===== src/rtl/sine_table_loader_pkg.sv =====
// Shared sine-table constants and loader state encoding, also used by the waveform stage.
// SINE_TABLE_LOADER_CHECKSUM_EN adds the CHECK state used by checksum builds.
package sine_table_loader_pkg;

    localparam int unsigned SINE_TABLE_ADDR_WIDTH = 14;
    localparam int unsigned SINE_SAMPLE_WIDTH     = 15;
    localparam int unsigned HOST_WORD_WIDTH       = 16;
    localparam int unsigned CHECKSUM_WIDTH        = 16;

    typedef enum logic [2:0] {
        LDR_IDLE  = 3'd0,
        LDR_LOAD  = 3'd1,
`ifdef SINE_TABLE_LOADER_CHECKSUM_EN
        LDR_CHECK = 3'd2,
`endif
        LDR_DONE  = 3'd3,
        LDR_ERROR = 3'd4
    } loader_state_e;

    // States in which the loader owns the host stream.
    function automatic logic loader_busy(input loader_state_e s);
`ifdef SINE_TABLE_LOADER_CHECKSUM_EN
        return (s == LDR_LOAD) || (s == LDR_CHECK);
`else
        return (s == LDR_LOAD);
`endif
    endfunction

endpackage


===== src/rtl/sine_loader_checksum.sv =====
// Running 16-bit wrap-around sum of accepted samples, compared against the host trailer word.
// Instantiated by sine_table_loader only when SINE_TABLE_LOADER_CHECKSUM_EN is defined.
module sine_loader_checksum
    import sine_table_loader_pkg::*;
#(
    parameter int unsigned SAMPLE_WIDTH = SINE_SAMPLE_WIDTH
) (
    input  logic                      clk,
    input  logic                      rst,
    input  logic                      clear,
    input  logic                      add,
    input  logic [SAMPLE_WIDTH-1:0]   sample,
    input  logic [CHECKSUM_WIDTH-1:0] trailer,
    output logic                      match_c
);

    logic [CHECKSUM_WIDTH-1:0] sum_q, sum_d;

    always_comb begin
        sum_d = sum_q;
        if (clear) begin
            sum_d = '0;
        end else if (add) begin
            sum_d = sum_q + CHECKSUM_WIDTH'(sample);
        end
    end

    always_ff @(posedge clk or posedge rst) begin
        if (rst) begin
            sum_q <= '0;
        end else begin
            sum_q <= sum_d;
        end
    end

    assign match_c = (sum_q == trailer);

endmodule


===== src/rtl/sine_table_loader.sv =====
// Streams host words into the external quarter-wave sine table RAM (write side only).
// Define SINE_TABLE_LOADER_CHECKSUM_EN to require a trailing checksum word before DONE.
module sine_table_loader
    import sine_table_loader_pkg::*;
#(
    parameter int unsigned ADDR_WIDTH   = SINE_TABLE_ADDR_WIDTH,
    parameter int unsigned SAMPLE_WIDTH = SINE_SAMPLE_WIDTH
) (
    input  logic                       i_Clock,
    input  logic                       i_Reset,
    input  logic                       i_Start,
    input  logic                       i_DataValid,
    input  logic [HOST_WORD_WIDTH-1:0] i_Data,
    output logic                       o_DataReady,
    output logic                       o_WriteEnable,
    output logic [ADDR_WIDTH-1:0]      o_WriteAddress,
    output logic [SAMPLE_WIDTH-1:0]    o_WriteData,
    output logic                       o_Busy,
    output logic                       o_Done,
    output logic                       o_Error
);

    localparam logic [ADDR_WIDTH-1:0] LAST_ADDR = '1;

    loader_state_e             state_q, state_d;
    logic [ADDR_WIDTH-1:0]     count_q, count_d;
    logic                      ready_q, ready_d;
    logic                      we_q, we_d;
    logic [ADDR_WIDTH-1:0]     waddr_q, waddr_d;
    logic [SAMPLE_WIDTH-1:0]   wdata_q, wdata_d;
    logic                      busy_q, busy_d;
    logic                      done_q, done_d;
    logic                      error_q, error_d;

    logic                      start_c;
    logic                      accept_c;
    logic                      bad_word_c;
    logic                      last_word_c;
    logic [SAMPLE_WIDTH-1:0]   sample_c;

    assign start_c     = i_Start && !loader_busy(state_q);
    assign accept_c    = i_DataValid && ready_q;
    assign bad_word_c  = i_Data[HOST_WORD_WIDTH-1];
    assign last_word_c = (count_q == LAST_ADDR);
    assign sample_c    = i_Data[SAMPLE_WIDTH-1:0];

`ifdef SINE_TABLE_LOADER_CHECKSUM_EN
    logic sum_add_c;
    logic sum_match_c;

    assign sum_add_c = (state_q == LDR_LOAD) && accept_c && !bad_word_c;

    sine_loader_checksum #(
        .SAMPLE_WIDTH (SAMPLE_WIDTH)
    ) u_checksum (
        .clk     (i_Clock),
        .rst     (i_Reset),
        .clear   (start_c),
        .add     (sum_add_c),
        .sample  (sample_c),
        .trailer (i_Data),
        .match_c (sum_match_c)
    );
`endif

    // Next state, write request and registered status flags.
    always_comb begin
        state_d = state_q;
        count_d = count_q;
        we_d    = 1'b0;
        waddr_d = waddr_q;
        wdata_d = wdata_q;

        case (state_q)
            LDR_IDLE, LDR_DONE, LDR_ERROR: begin
                if (start_c) begin
                    state_d = LDR_LOAD;
                    count_d = '0;
                end
            end
            LDR_LOAD: begin
                if (accept_c) begin
                    if (bad_word_c) begin
                        state_d = LDR_ERROR;
                    end else begin
                        we_d    = 1'b1;
                        waddr_d = count_q;
                        wdata_d = sample_c;
                        count_d = count_q + ADDR_WIDTH'(1);
                        if (last_word_c) begin
`ifdef SINE_TABLE_LOADER_CHECKSUM_EN
                            state_d = LDR_CHECK;
`else
                            state_d = LDR_DONE;
`endif
                        end
                    end
                end
            end
`ifdef SINE_TABLE_LOADER_CHECKSUM_EN
            LDR_CHECK: begin
                if (accept_c) begin
                    state_d = sum_match_c ? LDR_DONE : LDR_ERROR;
                end
            end
`endif
            default: begin
                state_d = LDR_IDLE;
            end
        endcase

        ready_d = loader_busy(state_d);
        busy_d  = loader_busy(state_d);
        // Done waits one cycle in DONE so the final RAM write has landed first.
        done_d  = (state_q == LDR_DONE) && (state_d == LDR_DONE);
        error_d = (state_d == LDR_ERROR);
    end

    always_ff @(posedge i_Clock or posedge i_Reset) begin
        if (i_Reset) begin
            state_q <= LDR_IDLE;
            count_q <= '0;
            ready_q <= 1'b0;
            we_q    <= 1'b0;
            waddr_q <= '0;
            wdata_q <= '0;
            busy_q  <= 1'b0;
            done_q  <= 1'b0;
            error_q <= 1'b0;
        end else begin
            state_q <= state_d;
            count_q <= count_d;
            ready_q <= ready_d;
            we_q    <= we_d;
            waddr_q <= waddr_d;
            wdata_q <= wdata_d;
            busy_q  <= busy_d;
            done_q  <= done_d;
            error_q <= error_d;
        end
    end

    assign o_DataReady    = ready_q;
    assign o_WriteEnable  = we_q;
    assign o_WriteAddress = waddr_q;
    assign o_WriteData    = wdata_q;
    assign o_Busy         = busy_q;
    assign o_Done         = done_q;
    assign o_Error        = error_q;

endmodule


===== config.mk =====
export PLATFORM = sky130hd
export DESIGN_NAME = sine_table_loader
export DESIGN_NICKNAME = d
export VERILOG_FILES = /design/src/rtl/sine_table_loader_pkg.sv /design/src/rtl/sine_loader_checksum.sv /design/src/rtl/sine_table_loader.sv
export SDC_FILE = /design/constraint.sdc
export NUM_CORES = 1
export LEC_CHECK = 0
export ABC_AREA = 0
export BUFFER_PORTS_ARGS = -buffer_cell sky130_fd_sc_hd__clkbuf_2
export CORE_UTILIZATION = 52
export CTS_CLUSTER_SIZE = 16
export DETAILED_ROUTE_END_ITERATION = 6
export PLACE_DENSITY = 0.88
export SETUP_SLACK_MARGIN = 0.5
export SYNTH_ARGS = -nofsm -noshare
export SYNTH_HDL_FRONTEND = slang
export SYNTH_HIERARCHICAL = 1
export SYNTH_SLANG_ARGS = --single-unit

===== constraint.sdc =====
create_clock -name i_Clock -period 1.9 [get_ports i_Clock]
set_input_delay 0.38 -clock i_Clock [delete_from_list [all_inputs] [get_ports i_Clock]]
set_output_delay 0.38 -clock i_Clock [all_outputs]
set_load 0.02 [all_outputs]

==> results of run 1 <==
==> what timing repair did <==
item	4_1_cts	5_1_grt
buffers inserted	20	2
cloned	0	1
endpoints found under the hold margin	0	0
pin swaps	14	1
resized for setup	23	9
setup endpoints to repair	42	43
==> metrics by stage <==
| stage | std cells | util |
|---|---|---|
| after floorplan | 226 | - |
| after global placement | 322 | 0.6466 |
| after detailed placement | 322 | 0.6466 |
| after CTS | 350 | 0.7419 |
| after global routing | 353 | 0.7634 |
| final | 353 | 0.7634 |
==> metal layers <==
metal,up-vias,part of all wire,track usage,wire [um]
met5,-,0,0,0
met4,0,0.027,0.1413,148
met3,19,0.091,0.05729,500
met2,119,0.48,0.4311,2626
met1,898,0.40,0.3097,2222
li1,909,-,-,-
==> kinds of logic after synthesis <==
family                     count (synthesis)  synth area share
DFF                                       50            0.5921
and+or+nand+nor                          135            0.2913
xor gates and xnor gates                   4           0.01658
adders and majority gates                  1          0.005920
buffers and inverters                     16           0.03434
AOI/OAI and AO/OA                         20           0.05980
==> how the worst max path moves through the flow <==
| stage | from | end | slack [ns] |
|---|---|---|---|
| 2_1_floorplan | state_q[1] | count_q[10] | 0.21 |
| 3_3_place_gp | i_Data[15] | count_q[10] | 0.20 |
| 3_5_place_dp | state_q[1] | count_q[6] | 0.12 |
| 4_1_cts | state_q[1] | count_q[10] | 0.36 |
| 5_1_grt | count_q[1] | count_q[6] | 0.27 |
| 6_report | state_q[1] | count_q[10] | 0.30 |
==> flip-flops by register name (all words and copies together), names as in the netlist <==
name	cells
o_WriteData	15
o_WriteEnable	1
o_Done	1
o_Error	1
o_Busy	1
state_q	3
count_q	14
o_WriteAddress	14
==> cells in the final DEF, fill, tap and decap left out, types with 2 or more instances in the layout <==
master / netlist / final
nand2_1: 95 / 94
clkbuf_2: 0 / 53
dfrtp_1: 50 / 46
buf_4: 1 / 23
nand3_1: 7 / 7
nor2_1: 6 / 6
nand4_1: 5 / 5
clkbuf_8: 0 / 5
o21ai_0: 6 / 4
a21oi_1: 4 / 4
o211ai_1: 4 / 4
xor2_1: 4 / 4
dfrtp_2: 0 / 4
buf_6: 1 / 4
or4_1: 5 / 3
and3_1: 2 / 2
nor3b_4: 1 / 2
and2_1: 2 / 2
or3_1: 2 / 2
and4_4: 0 / 2
or4_4: 0 / 2
inv_1: 4 / 2
o31ai_1: 3 / 2
o21ai_1: 0 / 2
bufinv_16: 0 / 2
==> cell usage after synthesis, drive strengths merged <==
| master | number | area share |
|---|---|---|
| o211ai | 4 | 0.014 |
| a41oi | 1 | 0.0041 |
| o31ai | 3 | 0.011 |
| nor2 | 6 | 0.011 |
| a31o | 1 | 0.0041 |
| nor3b | 3 | 0.016 |
| xor2 | 4 | 0.017 |
| and3 | 2 | 0.0059 |
| clkbuf | 9 | 0.016 |
| o21ai | 6 | 0.014 |
| nor2b | 2 | 0.0059 |
| nand2 | 95 | 0.17 |
| a21oi | 4 | 0.0095 |
| nand4 | 5 | 0.015 |
| nand3 | 7 | 0.017 |
| nand3b | 1 | 0.0036 |
| dfrtp | 50 | 0.59 |
| inv | 4 | 0.0071 |
| or3 | 2 | 0.0059 |
| buf | 3 | 0.011 |
| nand2b | 1 | 0.0030 |
| or4 | 5 | 0.018 |
| a31oi | 1 | 0.0030 |
| ha | 1 | 0.0059 |
| and4 | 3 | 0.012 |
| and3b | 1 | 0.0041 |
| and2 | 2 | 0.0059 |
==> power by group <==
group	internal, mW	total (mW)	switching (mW)
clock	0.527	0.904	0.376
sequential	1.29	1.43	0.140
combinational	0.500	1.24	0.744
==> area by class of cell <==
type,count,area [um^2],area share
Inverter,4,21.27,0.007388
Multi-Input combinational cell,160,860.8,0.2990
Clock inverter,3,68.82,0.02390
Sequential cell,50,1256,0.4363
Tap cell,48,60.06,0.02086
Timing Repair Buffer,83,543.0,0.1886
Clock buffer,5,68.82,0.02390
==> reports/metrics.cfg, run 1 <==
[clock_tree]
root_buffer=clkbuf_8
clk_latency_ns=0.32
cts_max_level=2
cts_hold_buf=0
cts_buffers=5
numClockSinks=50
tritoncts=built
clk_pin_slew_ns=0.10
clock_path_buffers=2

[setup_path]
cp_slowest_cell=or4_4
path_max_fanout=4
ff2ff_path_depth=4
end_kind=flop
cp.depth=4
crit_chain=nor3b_4, nand4_1, or4_4, a21oi_1
crit_arrival_ns=1.85
slowest_delay_ns=0.52
critPathBufInv=0
reg2reg_to=count_q[10]
crit_required_ns=2.14
cp-start-kind=flop
rrSetupSlack_ns=0.30
crit_family=simple AND/OR/NAND/NOR gates
r2r-start=state_q[1]
path_class=flop to flop

[yosys]
yosysSeqAreaShare=0.5921
netlist_area_um2=2113
yosys_warnings=6
netlist_instances=226
ys_seq_elements=50
syn_area_per_cell_um2=9.351
syn_nets=247
synth_cell_types=30

[grt]
grt_pass1_vias=1824
grt.overflow.total=0
antenna_found_initial=0
grt_max_degree=32
grt_usage=0.2592
grt_pass1_wl_um=8190

[timing]
setup_ws_ns=0.2951
slew-limit-headroom=0.5768
max_freq_ghz=0.6231
fin_crit_sh=0.8447
period_minus_slack_ns=1.605
hold_viol=0
rsz0062_at_grt=true
finalSetupTns_ns=0
hold_slack_ns=0.1227
slew_viol_final=0
worst_pin_slew_ns=0.6335
setup_violations=0
finClkSkew_ns=0.008079

[place]
post-dp-hpwl_um=3135
dp_worst_setup_slack_ns=0.1243
io_buffers=53
gp_congestion=0.8501
place_area_um2=2439

[routing]
vias=1945
ant_nets=0
drc=0
via_per_inst=5.510
wl_per_cell_um=15.58
totalWireLength_um=5499
dr.pass1.iters=4
drtIter0Drc=172

[finish]
syn2layout_area_growth_pct=36.23
n_antenna_cell=0
n_fill_cell=232
fin_area_um2=2879
drive_gt1_frac=0.3541
nets=325

[pwr]
p_leak_nw=1.562
ir_worst_vdd_mv=0.9970
power_mw=3.576
power_per_cell_area_nw_per_um2=1242

[die]
ios=54
num_rows=22
start_util=0.5604
dieArea_um2=4323
core_area_um2=3771
die_x_um=65.75
fp.dieH_um=65.75

[run]
drv_cap=0

[worst_hold_path]
hp-class=input pin to async pin

[run_status]
outcome=finished clean

No activity file was read; power rests on OpenSTA's default activity.
==> run 2: changes to the inputs <==
ABC_AREA = 1   (was 0)
CORE_UTILIZATION = 48   (was 52)
PLACE_DENSITY = 0.84   (was 0.88)
clock period = 1.3 ns   (was 1.9 ns; I/O delays follow)
==> run 2 against run 1 <==
  * The run now ends with design-rule violations, negative setup slack left
  * Synthesized area increased by 8.5%
  * Die area increased by 17%
  * Cell area increased by 25%
  * Worst hold slack got worse by 0.056 ns
  * Clock power increased by 25%
  * Combinational power increased to 3.1 times the previous value
  * Critical path depth increased by 5
  * Cell count increased by 25%
==> reports/metrics.cfg, run 2 <==
[timing]
slew_viol_final=0  ; unchanged
fin_crit_sh=1.201  ; +0.3568
period_minus_slack_ns=1.562  ; -0.04300 ns
max_freq_ghz=0.6403  ; +2.8%
hold_viol=0  ; unchanged
finClkSkew_ns=0.01588  ; +0.007801 ns
rsz0062_at_grt=true
setup_violations=45  ; +45
worst_pin_slew_ns=0.4280  ; -0.2055 ns
setup_ws_ns=-0.2619  ; -0.5570 ns
slew-limit-headroom=0.7147  ; +0.1379

[setup_path]
cp-start-kind=flop
reg2reg_to=count_q[2]
cp_slowest_cell=dfrtp_1
slowest_delay_ns=0.43  ; -0.09 ns
crit_arrival_ns=1.78  ; -0.07 ns
ff2ff_path_depth=9  ; +5
startpoint=state_q[1]
rrSetupSlack_ns=-0.26  ; -0.56 ns
path_max_fanout=7  ; +3
end_kind=flop
path_class=flop to flop
crit_end=count_q[2]
crit_chain=inv_2, nand3_4, nand2_1, nand2_2, nand2_2, nor2_4, buf_6, nand2_1, o21ai_1
crit_required_ns=1.52  ; -0.62 ns
r2r-start=state_q[1]

[worst_hold_path]
hp-class=input pin to async pin

[pwr]
ir_worst_vdd_mv=0.7693  ; -23%
power_per_cell_area_nw_per_um2=2017  ; +62%
power_mw=7.242  ; +100%
p_leak_nw=1.774  ; +14%

[yosys]
yosysSeqAreaShare=0.5456  ; -0.04651
ys_top_cells_by_count=nand2_1 (108), dfrtp_1 (50), o21ai_0 (23), inv_1 (22), nand3_1 (20)
yosysTopAreaCell=dfrtp_1
yosys_most_used_dff=dfrtp_1
syn_area_per_cell_um2=8.250  ; -12%
ys_async_sr_fraction=1.000  ; unchanged
synth_cell_types=20  ; -33%
ys_seq_elements=50  ; unchanged
synth_edf_count=0  ; unchanged
netlist_instances=278  ; +23%
synthTopCellsByArea=dfrtp_1 (55%), nand2_1 (18%), o21ai_0 (5.0%)
yosysTopAreaCellShare=0.5456  ; -0.04651
synth_most_common_cell=nand2_1
netlist_area_um2=2293  ; +8.5%
yosys_warnings=6  ; unchanged
syn_nets=299  ; +21%

[grt]
grt_pass1_wl_um=10760  ; +31%
grt_max_degree=33  ; +3.1%
grt.overflow.total=0  ; unchanged
antenna_found_initial=1  ; +1
grt_usage=0.2788  ; +0.01962
grt_pass1_vias=2316  ; +27%

[clock_tree]
tritoncts=built
clk_latency_ns=0.32  ; about the same
root_buffer=clkbuf_8
clk_pin_slew_ns=0.11  ; about the same
numClockSinks=50  ; unchanged
cts_max_level=2  ; unchanged
clock_path_buffers=2  ; unchanged
cts_buffers=5  ; unchanged

[finish]
fin_util=0.8026  ; +0.03914
syn2layout_area_growth_pct=56.57
final_cell_mix=nand2_1 (86), dfrtp_1 (48), buf_4 (47), clkbuf_8 (29), nand2_2 (20)
fin_area_um2=3591  ; +25%
nets=410  ; +26%
drive_gt1_frac=0.4462  ; +0.09206
largest_register_ffs=15  ; unchanged
n_antenna_cell=0  ; unchanged
mostFrequentLayoutCell=nand2_1

[routing]
dr.pass1.iters=7  ; +3
via_per_inst=6.269  ; +14%
wl_per_cell_um=22.64  ; +45%
drc=8  ; +8
drtIter0Drc=470  ; +170%
ant_nets=0  ; unchanged
vias=2771  ; +42%
totalWireLength_um=10010  ; +82%

[die]
ios=54  ; unchanged
core_area_um2=4474  ; +19%
dieArea_um2=5059  ; +17%
num_rows=24  ; +9.1%
start_util=0.5126  ; -0.04780
fp.dieH_um=71.13  ; +8.2%
die_x_um=71.13  ; +8.2%

[run]
drv_cap=0  ; unchanged

[place]
place_area_um2=2788  ; +14%
post-dp-hpwl_um=3805  ; +21%
dp_worst_setup_slack_ns=-0.1957  ; -0.3200 ns
gp_congestion=0.8863  ; +4.3%
io_buffers=53  ; unchanged

[run_status]
outcome=complete, but fails checks
violations=design-rule violations, negative setup slack

[run 2: changes by cell type after synthesis, sizes merged, moves of 5 or more]
cell,previous run,this run
o21ai,6,33
inv,4,25
nand2,95,110
nand3,7,21
nor2,6,20
or4,5,0
[run 2: how the worst min path moves through the flow]
| stage | startpoint | to | slack (ns) |
|---|---|---|---|
| after global placement | i_Reset | state_q[1] | 0.31 |
| after global routing | i_Reset | o_WriteData[1] | 0.08 |
| after detailed placement | i_Reset | state_q[0] | 0.32 |
| after CTS | i_Reset | o_Error | 0.05 |
| final | i_Reset | o_WriteData[1] | 0.07 |
| after floorplan | i_Reset | count_q[0] | 0.30 |
[run 2: power breakdown]
part,switching [mW],internal [mW]
Sequential,0.367,1.93
Combinational,2.07,1.74
Clock,0.559,0.568
Total,3.00,4.24
[run 2: cells by family (layout without fill, tap and decap cells)]
group / after synthesis / in the layout / share of synthesized area
and+or+nand+nor: 159 / 159 / 0.2924
AOI/OAI and AO/OA: 34 / 34 / 0.09111
buffers and inverters: 34 / 146 / 0.06546
DFF: 50 / 50 / 0.5456
adders and majority gates: 1 / 1 / 0.005455
[run 2: routing by layer]
metal | global-route usage | wire (um) | up-vias
li1 | - | - | 1105
met1 | 0.3058 | 3381 | 1299
met2 | 0.4989 | 4730 | 272
met3 | 0.06410 | 1112 | 95
met4 | 0.1533 | 785 | 0
met5 | 0 | 0 | -
[run 2: final cells by class]
cell class	instances	area, um^2
clock buffer	5	68.82
inverter	25	112.6
fill	203	883.3
timing repair buffer	112	1041
tap	52	65.06
sequential	50	1254
timing repair inverter	1	8.758
clock inverter	3	40.04
multi-input combinational	194	1001
[run 2: what timing repair did]
action                                 CTS  global route
setup buffers                           14            20
endpoints found under the hold margin   18             0
cloned                                   2             1
setup endpoints to repair               84            86
gates resized for setup                 82            42
hold buffers                             1             0
pin swaps                                6             0
[run 2: critical path: cells and delay by family, from the launching register on]
| kind | cells | cell delay [ns] |
|---|---|---|
| simple gates | 6 | 0.63 |
| buf+inv | 2 | 0.24 |
| flops | 1 | 0.43 |
| compound gates | 1 | 0.17 |
[run 2: stage by stage]
stage                     TNS, ns  std cells  hold WS, ns
after floorplan           -0.2832        278       0.3023
after global placement    -0.9895        396       0.3093
after detailed placement   -1.896        396       0.3158
after CTS                 -0.8031        421      0.05211
after global routing       -8.550        442      0.08033
final                      -8.136        442      0.06663
==> run 3: changes to the inputs <==
MAX_ROUTING_LAYER = met4   (was not set)
==> run 3 against run 2 <==
  * The flow still finishes with violations (design-rule violations, negative setup slack)
  * Clock-buffer cell count unchanged
  * Non-clock buffer count decreased by 1
  * Sequential cell count unchanged
  * Routed wire length increased by 15%
  * Sequential power increased by 3%
  * Register-to-register slack got worse by 0.15 ns
  * Worst hold slack improved by 0.073 ns
  * Combinational power increased by 12%
  * Total power increased by 6.3%
  * Die area unchanged
  * Clock power decreased by 5%
  * Sequential share of layout area decreased by 2.5 points
  * Largest cell class unchanged
  * Largest power group unchanged
==> reports/metrics.cfg, run 3 (synthesized netlist as in run 2, its figures left out) <==
[run_status]
outcome=complete, but fails checks
violations=design-rule violations, negative setup slack

[finish]
nets=409  ; -0.24%
mostFrequentLayoutCell=nand2_1
syn2layout_area_growth_pct=68.96
final_cell_mix=nand2_1 (61), dfrtp_1 (47), buf_4 (43), nand2_2 (32), clkbuf_8 (29)
fin_util=0.8661  ; +0.06348
drive_gt1_frac=0.5398  ; +0.09369
n_antenna_cell=0  ; unchanged
largest_register_ffs=15  ; unchanged

[pwr]
power_frac_comb=0.555  ; +0.028
swShare=0.4468  ; +0.03277
p_clk_frac=0.139  ; -0.017
ir_worst_vdd_mv=0.9304  ; +21%
p_switching_mw=3.440  ; +15%
power_per_cell_area_nw_per_um2=1987  ; -1.5%
p_leak_nw=1.849  ; +4.2%
p_int_mw=4.260  ; +0.38%
pwr-share-seq=0.306  ; -0.011

[timing]
slew_viol_final=0  ; unchanged
finClkSkew_ns=0.02782  ; +0.01194 ns
max_freq_ghz=0.5857  ; -8.5%
slew-limit-headroom=0.7580  ; +0.04332
rsz0062_at_grt=true
worst_pin_slew_ns=0.3626  ; -0.06538 ns
setup_violations=46  ; +2.2%
setup_ws_ns=-0.4074  ; -0.1456 ns
fin_crit_sh=1.313  ; +0.1120
finalSetupTns_ns=-10.81  ; -2.676 ns
period_minus_slack_ns=1.707  ; +0.1456 ns
hold_viol=0  ; unchanged

[clock_tree]
clock_path_buffers=2  ; unchanged
root_buffer=clkbuf_8
numClockSinks=50  ; unchanged
cts_buffers=5  ; unchanged
clk_latency_ns=0.34  ; +0.02 ns
tritoncts=built
clk_pin_slew_ns=0.12  ; about the same
cts_max_level=2  ; unchanged

[setup_path]
rrSetupSlack_ns=-0.41  ; -0.15 ns
end_kind=flop
ff2ff_path_depth=8  ; -1
cp-start-kind=flop
crit_required_ns=1.56  ; +0.04 ns
path_class=flop to flop
crit_arrival_ns=1.97  ; +0.19 ns
reg2reg_to=count_q[2]
r2r-start=state_q[1]
path_max_fanout=5  ; -2

[routing]
totalWireLength_um=11520  ; +15%
vias=2949  ; +6.4%
dr.pass1.iters=7  ; unchanged
drtIter0Drc=555  ; +18%
ant_nets=0  ; unchanged
wl_per_cell_um=26.12  ; +15%
drc=8  ; unchanged
via_per_inst=6.687  ; +6.7%

[die]
num_rows=24  ; unchanged
start_util=0.5126  ; unchanged
dieArea_um2=5059  ; unchanged
ios=54  ; unchanged
fp.dieH_um=71.13  ; unchanged
core_area_um2=4474  ; unchanged
die_x_um=71.13  ; unchanged

[worst_hold_path]
hp-class=input pin to flop
worstHoldEndpoint=o_WriteData[12]
hold_path_depth=3
worstHoldStart=i_Data[12]

[grt]
grt_pass1_wl_um=11180  ; +3.9%
grt.overflow.total=0  ; unchanged
grt_max_degree=51  ; +55%
grt_usage=0.3019  ; +0.02312
antenna_found_initial=0  ; -1
grt_pass1_vias=2248  ; -2.9%

[place]
gp_congestion=0.8776  ; -0.98%
io_buffers=53  ; unchanged
post-dp-hpwl_um=3689  ; -3.0%

[run]
drv_cap=0  ; unchanged

## run 3: cell count changes in the layout (fill, tap and decap cells not counted), sizes merged
cell	change
buf	-4
nand2	+1
clkbuf	+3
bufinv	-1
## run 3: timing repair
action	4_1_cts	5_1_grt
endpoints found under the setup margin	84	134
gates resized for setup	96	84
pin swaps	13	19
cloned	2	5
hold endpoints to repair	49	0
hold buffers	1	0
buffers inserted	14	18
## run 3: metal layers
metal / GRT usage / wire, um / up-vias
met5: - / 0 / -
met4: 0.1556 / 1036 / 0
met3: 0.05271 / 1648 / 132
met2: 0.4968 / 5086 / 340
met1: 0.3568 / 3746 / 1375
li1: - / - / 1102
## run 3: final cells by class
class | instances | area, um^2
Clock buffer | 5 | 68.82
Clock inverter | 3 | 28.78
Fill cell | 151 | 599.3
Inverter | 25 | 115.1
Multi-Input combinational cell | 195 | 1226
Sequential cell | 50 | 1255
Tap cell | 52 | 65.06
Timing Repair Buffer | 111 | 1116
## run 3: power by group through the flow
stage                     Sequential, mW  Clock [mW]  Combinational, mW
after floorplan                     2.55           0               1.10
after global placement              2.16           0               2.07
after detailed placement            2.18           0               2.14
after CTS                           2.21        1.00               2.96
after global routing                2.37        1.12               4.39
final                               2.36        1.07               4.27
## run 3: critical path, cell delays in order (launching register included)
cell,delay [ns]
dfrtp_1,0.45
inv_2,0.11
nand3_4,0.12
buf_4,0.16
buf_4,0.12
buf_4,0.13
nor3b_2,0.30
nand2_1,0.10
o21ai_1,0.12
## run 3: worst max-delay path by stage
stage,from,endpoint,cells past startpoint
3_3_place_gp,state_q[1],count_q[9],9
4_1_cts,state_q[0],count_q[4],8
6_report,state_q[1],count_q[2],8
2_1_floorplan,state_q[0],count_q[6],9
5_1_grt,state_q[1],count_q[2],8
3_5_place_dp,state_q[0],count_q[4],9
## run 3: per-stage QoR
stage                     total power [mW]  hold slack (ns)  std cells  instance area [um^2]  worst slack [ns]
after global routing                 7.882           0.1424        441                  3875           -0.4574
after global placement               4.233           0.3313        393                  2778          -0.09107
after detailed placement             4.323           0.3345        393                  2778           -0.1671
after CTS                            6.164           0.1337        418                  3348          -0.04464
after floorplan                      3.656           0.3023        278                  2385          -0.02842
final                                7.699           0.1394        441                  3875           -0.4074
